### src/rtl/pipe_ctrl_pkg.sv
// Shared constants, state encoding and strobe helpers for the pipeline hazard/stall controller.
package pipe_ctrl_pkg;

    localparam int unsigned STG_PC     = 3;
    localparam int unsigned STG_IFID   = 2;
    localparam int unsigned STG_IDEX   = 1;
    localparam int unsigned STG_EXMEM  = 0;

    localparam int unsigned STALL_W    = 4;
    localparam int unsigned FLUSH_W    = 3;
    localparam int unsigned REG_ADDR_W = 5;
    localparam int unsigned XLEN       = 32;

    typedef enum logic [1:0] {
        ST_RUN    = 2'd0,
        ST_DRAIN  = 2'd1,
        ST_HALTED = 2'd2
    } state_e;

    typedef struct packed {
        logic [STALL_W-1:0] stall;
        logic [FLUSH_W-1:0] flush;
        logic               jump_en;
    } strobe_t;

    // Bubble insertion: hold PC and IF/ID, load a NOP into ID/EX; a jump squashes IF/ID too.
    function automatic strobe_t bubble_strobes(input logic jump);
        strobe_t s;
        s = '0;
        s.stall[STG_PC]   = 1'b1;
        s.stall[STG_IFID] = 1'b1;
        s.flush[STG_IDEX] = 1'b1;
        if (jump) begin
            s.flush[STG_IFID] = 1'b1;
            s.jump_en         = 1'b1;
        end
        return s;
    endfunction

    // Normal-run priority: bus wait, EX busy, jump, then load-use / halt bubble.
    function automatic strobe_t run_strobes(input logic bus_busy, input logic ex_busy,
                                            input logic jump, input logic hold);
        strobe_t s;
        s = '0;
        if (bus_busy) begin
            s.stall = '1;
        end else if (ex_busy) begin
            s.stall                  = '1;
            s.stall[STG_EXMEM]       = 1'b0;
            s.flush[STG_EXMEM]       = 1'b1;
        end else if (jump) begin
            s.jump_en                = 1'b1;
            s.flush[STG_IFID]        = 1'b1;
            s.flush[STG_IDEX]        = 1'b1;
        end else if (hold) begin
            s = bubble_strobes(1'b0);
        end
        return s;
    endfunction

endpackage

### src/rtl/hazard_detect.sv
// Load-use hazard detection between the load in EX and the source registers of ID.
module hazard_detect
    import pipe_ctrl_pkg::*;
(
    input  logic [REG_ADDR_W-1:0] id_rs1_addr_i,
    input  logic [REG_ADDR_W-1:0] id_rs2_addr_i,
    input  logic                  id_rs1_used_i,
    input  logic                  id_rs2_used_i,
    input  logic                  ex_mem_re_i,
    input  logic [REG_ADDR_W-1:0] ex_rd_addr_i,
    output logic                  lu_o
);

    logic rs1_hit;
    logic rs2_hit;

    assign rs1_hit = id_rs1_used_i && (id_rs1_addr_i == ex_rd_addr_i);
    assign rs2_hit = id_rs2_used_i && (id_rs2_addr_i == ex_rd_addr_i);
    assign lu_o    = ex_mem_re_i && (ex_rd_addr_i != '0) && (rs1_hit || rs2_hit);

endmodule

### src/rtl/pipe_ctrl.sv
// Central stall/flush/redirect controller with debug-halt drain and a saturating stall counter.
module pipe_ctrl
    import pipe_ctrl_pkg::*;
#(
    parameter int unsigned DRAIN_CYCLES = 3,
    parameter int unsigned CNT_W        = 32
) (
    input  logic                  clk,
    input  logic                  rst,
    input  logic [REG_ADDR_W-1:0] id_rs1_addr_i,
    input  logic [REG_ADDR_W-1:0] id_rs2_addr_i,
    input  logic                  id_rs1_used_i,
    input  logic                  id_rs2_used_i,
    input  logic                  ex_mem_re_i,
    input  logic [REG_ADDR_W-1:0] ex_rd_addr_i,
    input  logic                  ex_jump_en_i,
    input  logic [XLEN-1:0]       ex_jump_addr_i,
    input  logic                  ex_busy_i,
    input  logic                  bus_busy_i,
    input  logic                  halt_req_i,
    input  logic                  perf_clr_i,
    output logic [STALL_W-1:0]    stall_o,
    output logic [FLUSH_W-1:0]    flush_o,
    output logic                  jump_en_o,
    output logic [XLEN-1:0]       jump_addr_o,
    output logic                  halt_ack_o,
    output logic [CNT_W-1:0]      stall_cycles_o
);

    localparam int unsigned DRAIN_W = (DRAIN_CYCLES > 1) ? $clog2(DRAIN_CYCLES) : 1;

    state_e             state_q, state_d;
    logic [DRAIN_W-1:0] drain_cnt_q, drain_cnt_d;
    logic [CNT_W-1:0]   stall_cnt_q, stall_cnt_d;
    logic               lu;
    logic               busy;
    logic               halt_ack_c;
    strobe_t            run_c;
    strobe_t            str_c;

    hazard_detect u_hazard_detect (
        .id_rs1_addr_i (id_rs1_addr_i),
        .id_rs2_addr_i (id_rs2_addr_i),
        .id_rs1_used_i (id_rs1_used_i),
        .id_rs2_used_i (id_rs2_used_i),
        .ex_mem_re_i   (ex_mem_re_i),
        .ex_rd_addr_i  (ex_rd_addr_i),
        .lu_o          (lu)
    );

    assign busy  = bus_busy_i || ex_busy_i;
    assign run_c = run_strobes(bus_busy_i, ex_busy_i, ex_jump_en_i, lu || halt_req_i);

    // Next state and zero-latency strobes
    always_comb begin
        state_d     = state_q;
        drain_cnt_d = drain_cnt_q;
        str_c       = run_c;
        halt_ack_c  = 1'b0;
        unique case (state_q)
            ST_RUN: begin
                if (!busy && !ex_jump_en_i && !lu && halt_req_i) begin
                    state_d     = ST_DRAIN;
                    drain_cnt_d = '0;
                end
            end
            ST_DRAIN: begin
                if (!halt_req_i) begin
                    state_d     = ST_RUN;
                    drain_cnt_d = '0;
                end else if (!busy) begin
                    str_c       = bubble_strobes(ex_jump_en_i);
                    drain_cnt_d = drain_cnt_q + DRAIN_W'(1);
                    if (drain_cnt_q == DRAIN_W'(DRAIN_CYCLES - 1)) begin
                        state_d     = ST_HALTED;
                        drain_cnt_d = '0;
                    end
                end
            end
            ST_HALTED: begin
                if (!halt_req_i) begin
                    state_d = ST_RUN;
                end else begin
                    str_c      = bubble_strobes(1'b0);
                    halt_ack_c = 1'b1;
                end
            end
            default: begin
                state_d     = ST_RUN;
                drain_cnt_d = '0;
            end
        endcase
        // Reset holds every stage empty regardless of inputs
        if (!rst) begin
            str_c       = '0;
            str_c.flush = '1;
            halt_ack_c  = 1'b0;
        end
    end

    always_comb begin
        stall_cnt_d = stall_cnt_q;
        if (perf_clr_i) begin
            stall_cnt_d = '0;
        end else if (str_c.stall[STG_PC] && !str_c.jump_en && (stall_cnt_q != '1)) begin
            stall_cnt_d = stall_cnt_q + CNT_W'(1);
        end
    end

    always_ff @(posedge clk or negedge rst) begin
        if (!rst) begin
            state_q     <= ST_RUN;
            drain_cnt_q <= '0;
            stall_cnt_q <= '0;
        end else begin
            state_q     <= state_d;
            drain_cnt_q <= drain_cnt_d;
            stall_cnt_q <= stall_cnt_d;
        end
    end

    assign stall_o        = str_c.stall;
    assign flush_o        = str_c.flush;
    assign jump_en_o      = str_c.jump_en;
    assign jump_addr_o    = str_c.jump_en ? ex_jump_addr_i : '0;
    assign halt_ack_o     = halt_ack_c;
    assign stall_cycles_o = stall_cnt_q;

endmodule

### config.mk
export PLATFORM = sky130hd
export DESIGN_NAME = pipe_ctrl
export DESIGN_NICKNAME = d
export VERILOG_FILES = /design/src/rtl/pipe_ctrl_pkg.sv /design/src/rtl/hazard_detect.sv /design/src/rtl/pipe_ctrl.sv
export SDC_FILE = /design/constraint.sdc
export NUM_CORES = 1
export LEC_CHECK = 0
export ABC_CLOCK_PERIOD_IN_PS = 5900
export CAP_MARGIN = 5
export CORE_MARGIN = 5
export CORE_UTILIZATION = 60
export CTS_BUF_LIST = sky130_fd_sc_hd__clkbuf_4
export DETAILED_ROUTE_END_ITERATION = 12
export DONT_BUFFER_PORTS = 1
export PLACE_DENSITY = 0.8
export SLEW_MARGIN = 10
export SYNTH_ARGS = -nofsm -noshare
export SYNTH_HDL_FRONTEND = slang
export SYNTH_SLANG_ARGS = --single-unit
### constraint.sdc
create_clock -name clk -period 5.9 [get_ports clk]
set_clock_uncertainty 0.2 [all_clocks]
set_input_delay 1.18 -clock clk [delete_from_list [all_inputs] [get_ports clk]]
set_output_delay 1.18 -clock clk [all_outputs]
set_load 0.02 [all_outputs]
* Word-level counts from Yosys, hierarchy flattened *
Index checks and enable logic that the tools add are counted.
Widths: inputs -> output; s select.

operators by class
  bitwise logic cells = 1
  reduce and logical (&&, ||, !) cells = 21
  equal/unequal tests = 10
  muxes and demuxes = 34
  add/sub/neg operators = 2

operators with widths
  operator               count
  $mux 32                3
  $mux 8                 5
  $add 32x1->32 const B  1
  $ne 32x32->1 const B   1
  $mux 2                 11
  $mux 4                 4
  $pmux 8 s2             1
  $pmux 2 s3             2
  $eq 5x5->1             2
  $logic_and 1x1->1      9
  $mux 1                 8
  $ne 3x3->1 const B     2
  $reduce_bool 5->1      1
  $eq 2x2->1 const B     2
  $logic_not 1->1        4
  $ne 2x2->1 const B     2
  $reduce_and 4->1       1
  $logic_or 1x1->1       3
  $reduce_and 3->1       1
  $add 2x1->2 const B    1
  $eq 2x1->1 const B     1
  $logic_not 2->1        1
  $reduce_bool 2->1      1
  $not 1->1              1

storage, ports and cells
  output and inout port bits = 73
  register bits = 36
  word-level logic and storage cells = 71

* Logic depth before layout (Yosys ltp) *
  word-level depth = 18
  mapped depth = 11
  gate-level depth less buffers = 9

* Modules after synthesis *
From an unflattened synthesis, not the netlist that was laid out.

second synthesis, totals
  cell total of the unflattened synthesis = 293
  area total of the unflattened synthesis = 2,580.0 sq um

modules (own cells, without submodules)
  module         seq. area each (sq um)  times used  cells an instance  area each (sq um)
  pipe_ctrl      900.9                   1           276                2,446.1
  hazard_detect  0.0                     1           17                 133.9

* Least setup slack after synthesis *
No wires, ideal clock.

  path kind = input to output
  from = input port ex_rd_addr_i[1]
  to = output port stall_o[3]
  path slack = 1.742 ns
  data arrival time = 2.778 ns
  stages = 6
  data required time = 4.520 ns
  cells stage by stage = or4_2 o21ai_0 a2111o_1 buf_6 nand2_1 buf_4

between the ends
  word-level cells in the longest chain between the ends = 13

ends and longest elaborated chain
  item                                         line                                      source
  start: declaration                           pipe_ctrl.sv:15                           input logic [REG_ADDR_W-1:0] ex_rd_addr_i,
  $eq 5x5->1, on equally long branches         hazard_detect.sv:17, hazard_detect.sv:18
  $logic_and 1x1->1, on equally long branches  hazard_detect.sv:17, hazard_detect.sv:18
  $logic_or 1x1->1                             hazard_detect.sv:19                       assign lu_o = ex_mem_re_i && (ex_rd_addr_i != '0) && (rs1_hit || rs2_hit);
  $logic_and 1x1->1 *                          hazard_detect.sv:19
  $logic_or 1x1->1 *                           pipe_ctrl.sv:52                           assign run_c = run_strobes(bus_busy_i, ex_busy_i, ex_jump_en_i, lu || halt_req_i);
  $mux 8 *                                     pipe_ctrl_pkg.sv:55                       end else if (hold) begin
  $mux 4 *                                     pipe_ctrl_pkg.sv:51                       end else if (jump) begin
  $mux 4 *                                     pipe_ctrl_pkg.sv:47                       end else if (ex_busy) begin
  $mux 4 *                                     pipe_ctrl_pkg.sv:45                       if (bus_busy) begin
  $mux 8                                       pipe_ctrl.sv:71                           end else if (!busy) begin
  $mux 8                                       pipe_ctrl.sv:68                           if (!halt_req_i) begin
  $pmux 8 s2 *                                 pipe_ctrl.sv:60                           unique case (state_q)
  $mux 8 *                                     pipe_ctrl.sv:94                           if (!rst) begin
  end: declaration                             pipe_ctrl.sv:22                           output logic [STALL_W-1:0] stall_o,

Mark *: on every way between the ends. The rest lies on a longest branch, timed or not.

* Worst setup path after layout *
  from = input port ex_rd_addr_i[1]
  to = output port stall_o[2]

The elaborated chain is that of the path after synthesis.

==> metrics.yaml <==
outcome:
  status: "finished clean"
setup_path:
  crit_required_ns: 4.52
  r2r_start: "state_q[0]"
  r2r_slack_ns: 2.93
  path_max_fanout: 11
  ff2ff_path_depth: 8
  worst_setup_path_end_kind: "primary output"
  start_kind: "input port"
  crit_end: "stall_o[2]"
  arrival_ns: 3.00
  crit_start: "ex_rd_addr_i[1]"
  rr_endpoint: "stall_cycles_o[30]"
  crit_type: "in -> out"
cells_and_area:
  final_area_um2: 2730
  final_nets: 365
  fillCellCount: 366
  post-route-util_pct: 63.0
  drive_above_1_share_pct: 8.52
  seqCellArea_um2: 901
  area_growth_pct: 2.83
  multi_input_area_um2: 1640
die:
  start_util_pct: 61.3
  pin_count: 130
  fp-row-count: 24
  die_y_um: 76.5
  core_um2: 4320
  die_area_um2: 5850
  die_x_um: 76.5
placement:
  globalplace.congestion: 0.845
  hpwlAfterDp_um: 5650
  place_area_um2: 2640
  numPortBuffers: 0
  pre_cts_ws_ns: 1.50
synthesis:
  yosys_warnings: 0
  yosysMostFrequentCell: "dfrtp_1"
  netlist.area_leader.share_pct: 34.0
  synth.distinct_cells: 53
  synth_top_area_cell: "dfrtp_1"
  yosys-top-cells-area: "dfrtp_1, and2_1, a21oi_1, o21ai_0, nand2_1"
  synth-edff-count: 0
  synth_cells: 310
  yosys-top-cells-count: "dfrtp_1, and2_1, nand2_1"
  synthesis.area_um2: 2650
  synthArstFlopShare_pct: 100
  synth_flop_cell: "dfrtp_1"
  avgSynthCellArea_um2: 8.55
  yosysSeqAreaShare_pct: 34.0
  yosys_register_bits: 36
  syn_nets: 371
pwr:
  swShare_pct: 34.9
  power.share.combinational_pct: 26.5
  power.switching_mw: 0.210
  p_seq_share_pct: 44.7
  p_leak_nw: 0.993
  power.internal_mw: 0.392
  irDropWorstVdd_mv: 0.146
  clock_power_share_pct: 28.8
  p_per_area_nw_per_um2: 221
cts:
  cts-root-buf: "clkbuf_4"
  htree_num_levels: 2
  insertion_delay_ns: 0.34
  cts_resized: 0
  cts_buffers: 5
  cts_tree: "built"
  clkSlewWorstSetupHoldPaths_ns: 0.12
  ctsHoldBuffers: 0
  cts_sinks: 36
  post_cts_buffers: 0
  clock_path_buffers: 2
sta:
  fin_hold_ws_ns: 0.319
  slew_headroom_pct: 49.2
  post-route-period-util_pct: 74.2
  timing_hold_violations_final: 0
  fin_tns_setup_ns: 0
  finalSetupViolCount: 0
  fmax_ghz: 0.228
  drv_slew: 0
  rsz0062_at_grt: "no"
  finalCriticalPeriod_ns: 4.38
  tightest_slew_ns: 0.756
  fin_ws_ns: 1.52
route:
  drtPass1Iterations: 4
  drt-initial-drc-count: 181
  wirelength_um: 7280
  met2_length_um: 3750
  drt-met1-wl_um: 2820
  met3_length_um: 629
  drtAntennaViolNets: 0
  vias_per_cell: 6.59
  wl_per_cell_um: 20.3
  post-route-drc-count: 0
  top_layer: "met4"
  vias: 2358
flow_run:
  drv_cap: 0
grt:
  grt_usage_pct: 25.0
  antenna_found_initial: 1
  grt_start_max_net_pins: 44
  grt_pass1_wl_um: 12100
  overflow: 0
  grt_pass1_vias: 2253
hold_path:
  hold_class: "in -> async"
[registers in the layout, summed over array words and instances, names as in the netlist]
name	cells
stall_cycles_o	32
drain_cnt_q	2
state_q	2
[power by group through the flow]
stage / clock network [mW] / registers (mW) / logic [mW]
3_3_place_gp: 0 / 0.274 / 0.156
5_1_grt: 0.187 / 0.271 / 0.179
2_1_floorplan: 0 / 0.271 / 0.146
6_report: 0.173 / 0.269 / 0.159
3_5_place_dp: 0 / 0.274 / 0.159
4_1_cts: 0.178 / 0.269 / 0.159
[logic make-up after synthesis]
kind of cell             Yosys count  synth area share [%]
AND/OR/NAND/NOR                  149                  30.9
AO/OA/AOI/OAI                     78                  22.1
flip-flops                        36                  34.0
buffers and inverters             23                  4.29
XOR/XNOR                          18                  5.95
adder cells (fa/ha/maj)            4                  1.89
multiplexers                       2                 0.849
[through the flow]
| stage | power (mW) | std cells |
|---|---|---|
| finish | 0.602 | 358 |
| global route | 0.637 | 358 |
| CTS | 0.606 | 357 |
| detailed placement | 0.433 | 349 |
| global placement | 0.429 | 349 |
| floorplan | 0.417 | 310 |
[layout by cell type, fill, tap and decap left out, types with 2 or more instances in the layout]
cell type,synthesis,final
xnor2_1,10,10
nand4_1,13,13
a2111oi_2,5,5
a31o_2,3,3
nand2_1,25,25
mux2_1,2,2
o21ai_0,22,22
or4_1,5,5
nor4_1,3,3
or3_1,14,14
nor2b_1,4,4
ha_1,4,4
nor3_1,3,3
and3_1,3,3
a21oi_1,24,24
o311a_1,2,2
clkbuf_4,0,5
nand3_1,16,16
o31ai_1,5,5
nor2_1,20,20
dfrtp_1,36,36
nand2b_1,2,2
xor2_1,8,8
and2_1,33,33
inv_1,9,9
or2_2,2,2
[layer usage]
layer	GRT usage, %	vias to the layer above
met1	30.2	1112
met5	0	-
met4	7.17	0
met3	8.63	8
li1	-	1130
met2	42.0	108
[how the worst min path moves through the flow]
stage | startpoint | endpoint | cells past startpoint
final | rst | stall_cycles_o[26] | 0
after global placement | drain_cnt_q[0] | drain_cnt_q[1] | 1
after CTS | rst | stall_cycles_o[3] | 0
after floorplan | state_q[0] | state_q[0] | 2
after global routing | rst | stall_cycles_o[1] | 0
after detailed placement | drain_cnt_q[0] | drain_cnt_q[1] | 1
[layout make-up]
cell class / instances / share of cell area [%]
flip-flops and latches: 36 / 33.0
well taps: 52 / 2.39
clock buffers: 5 / 1.38
clock inverters: 3 / 1.56
inverters: 9 / 1.24
repair buffers: 1 / 0.275
diodes: 1 / 0.0918
multi-input cells: 251 / 60.0
[worst max-delay path: stages]
cell and delay [ns]:
or4_2 0.64, o21ai_0 0.25, a2111o_1 0.52, nand2_1 0.41
(Power assumes the default switching activity.)
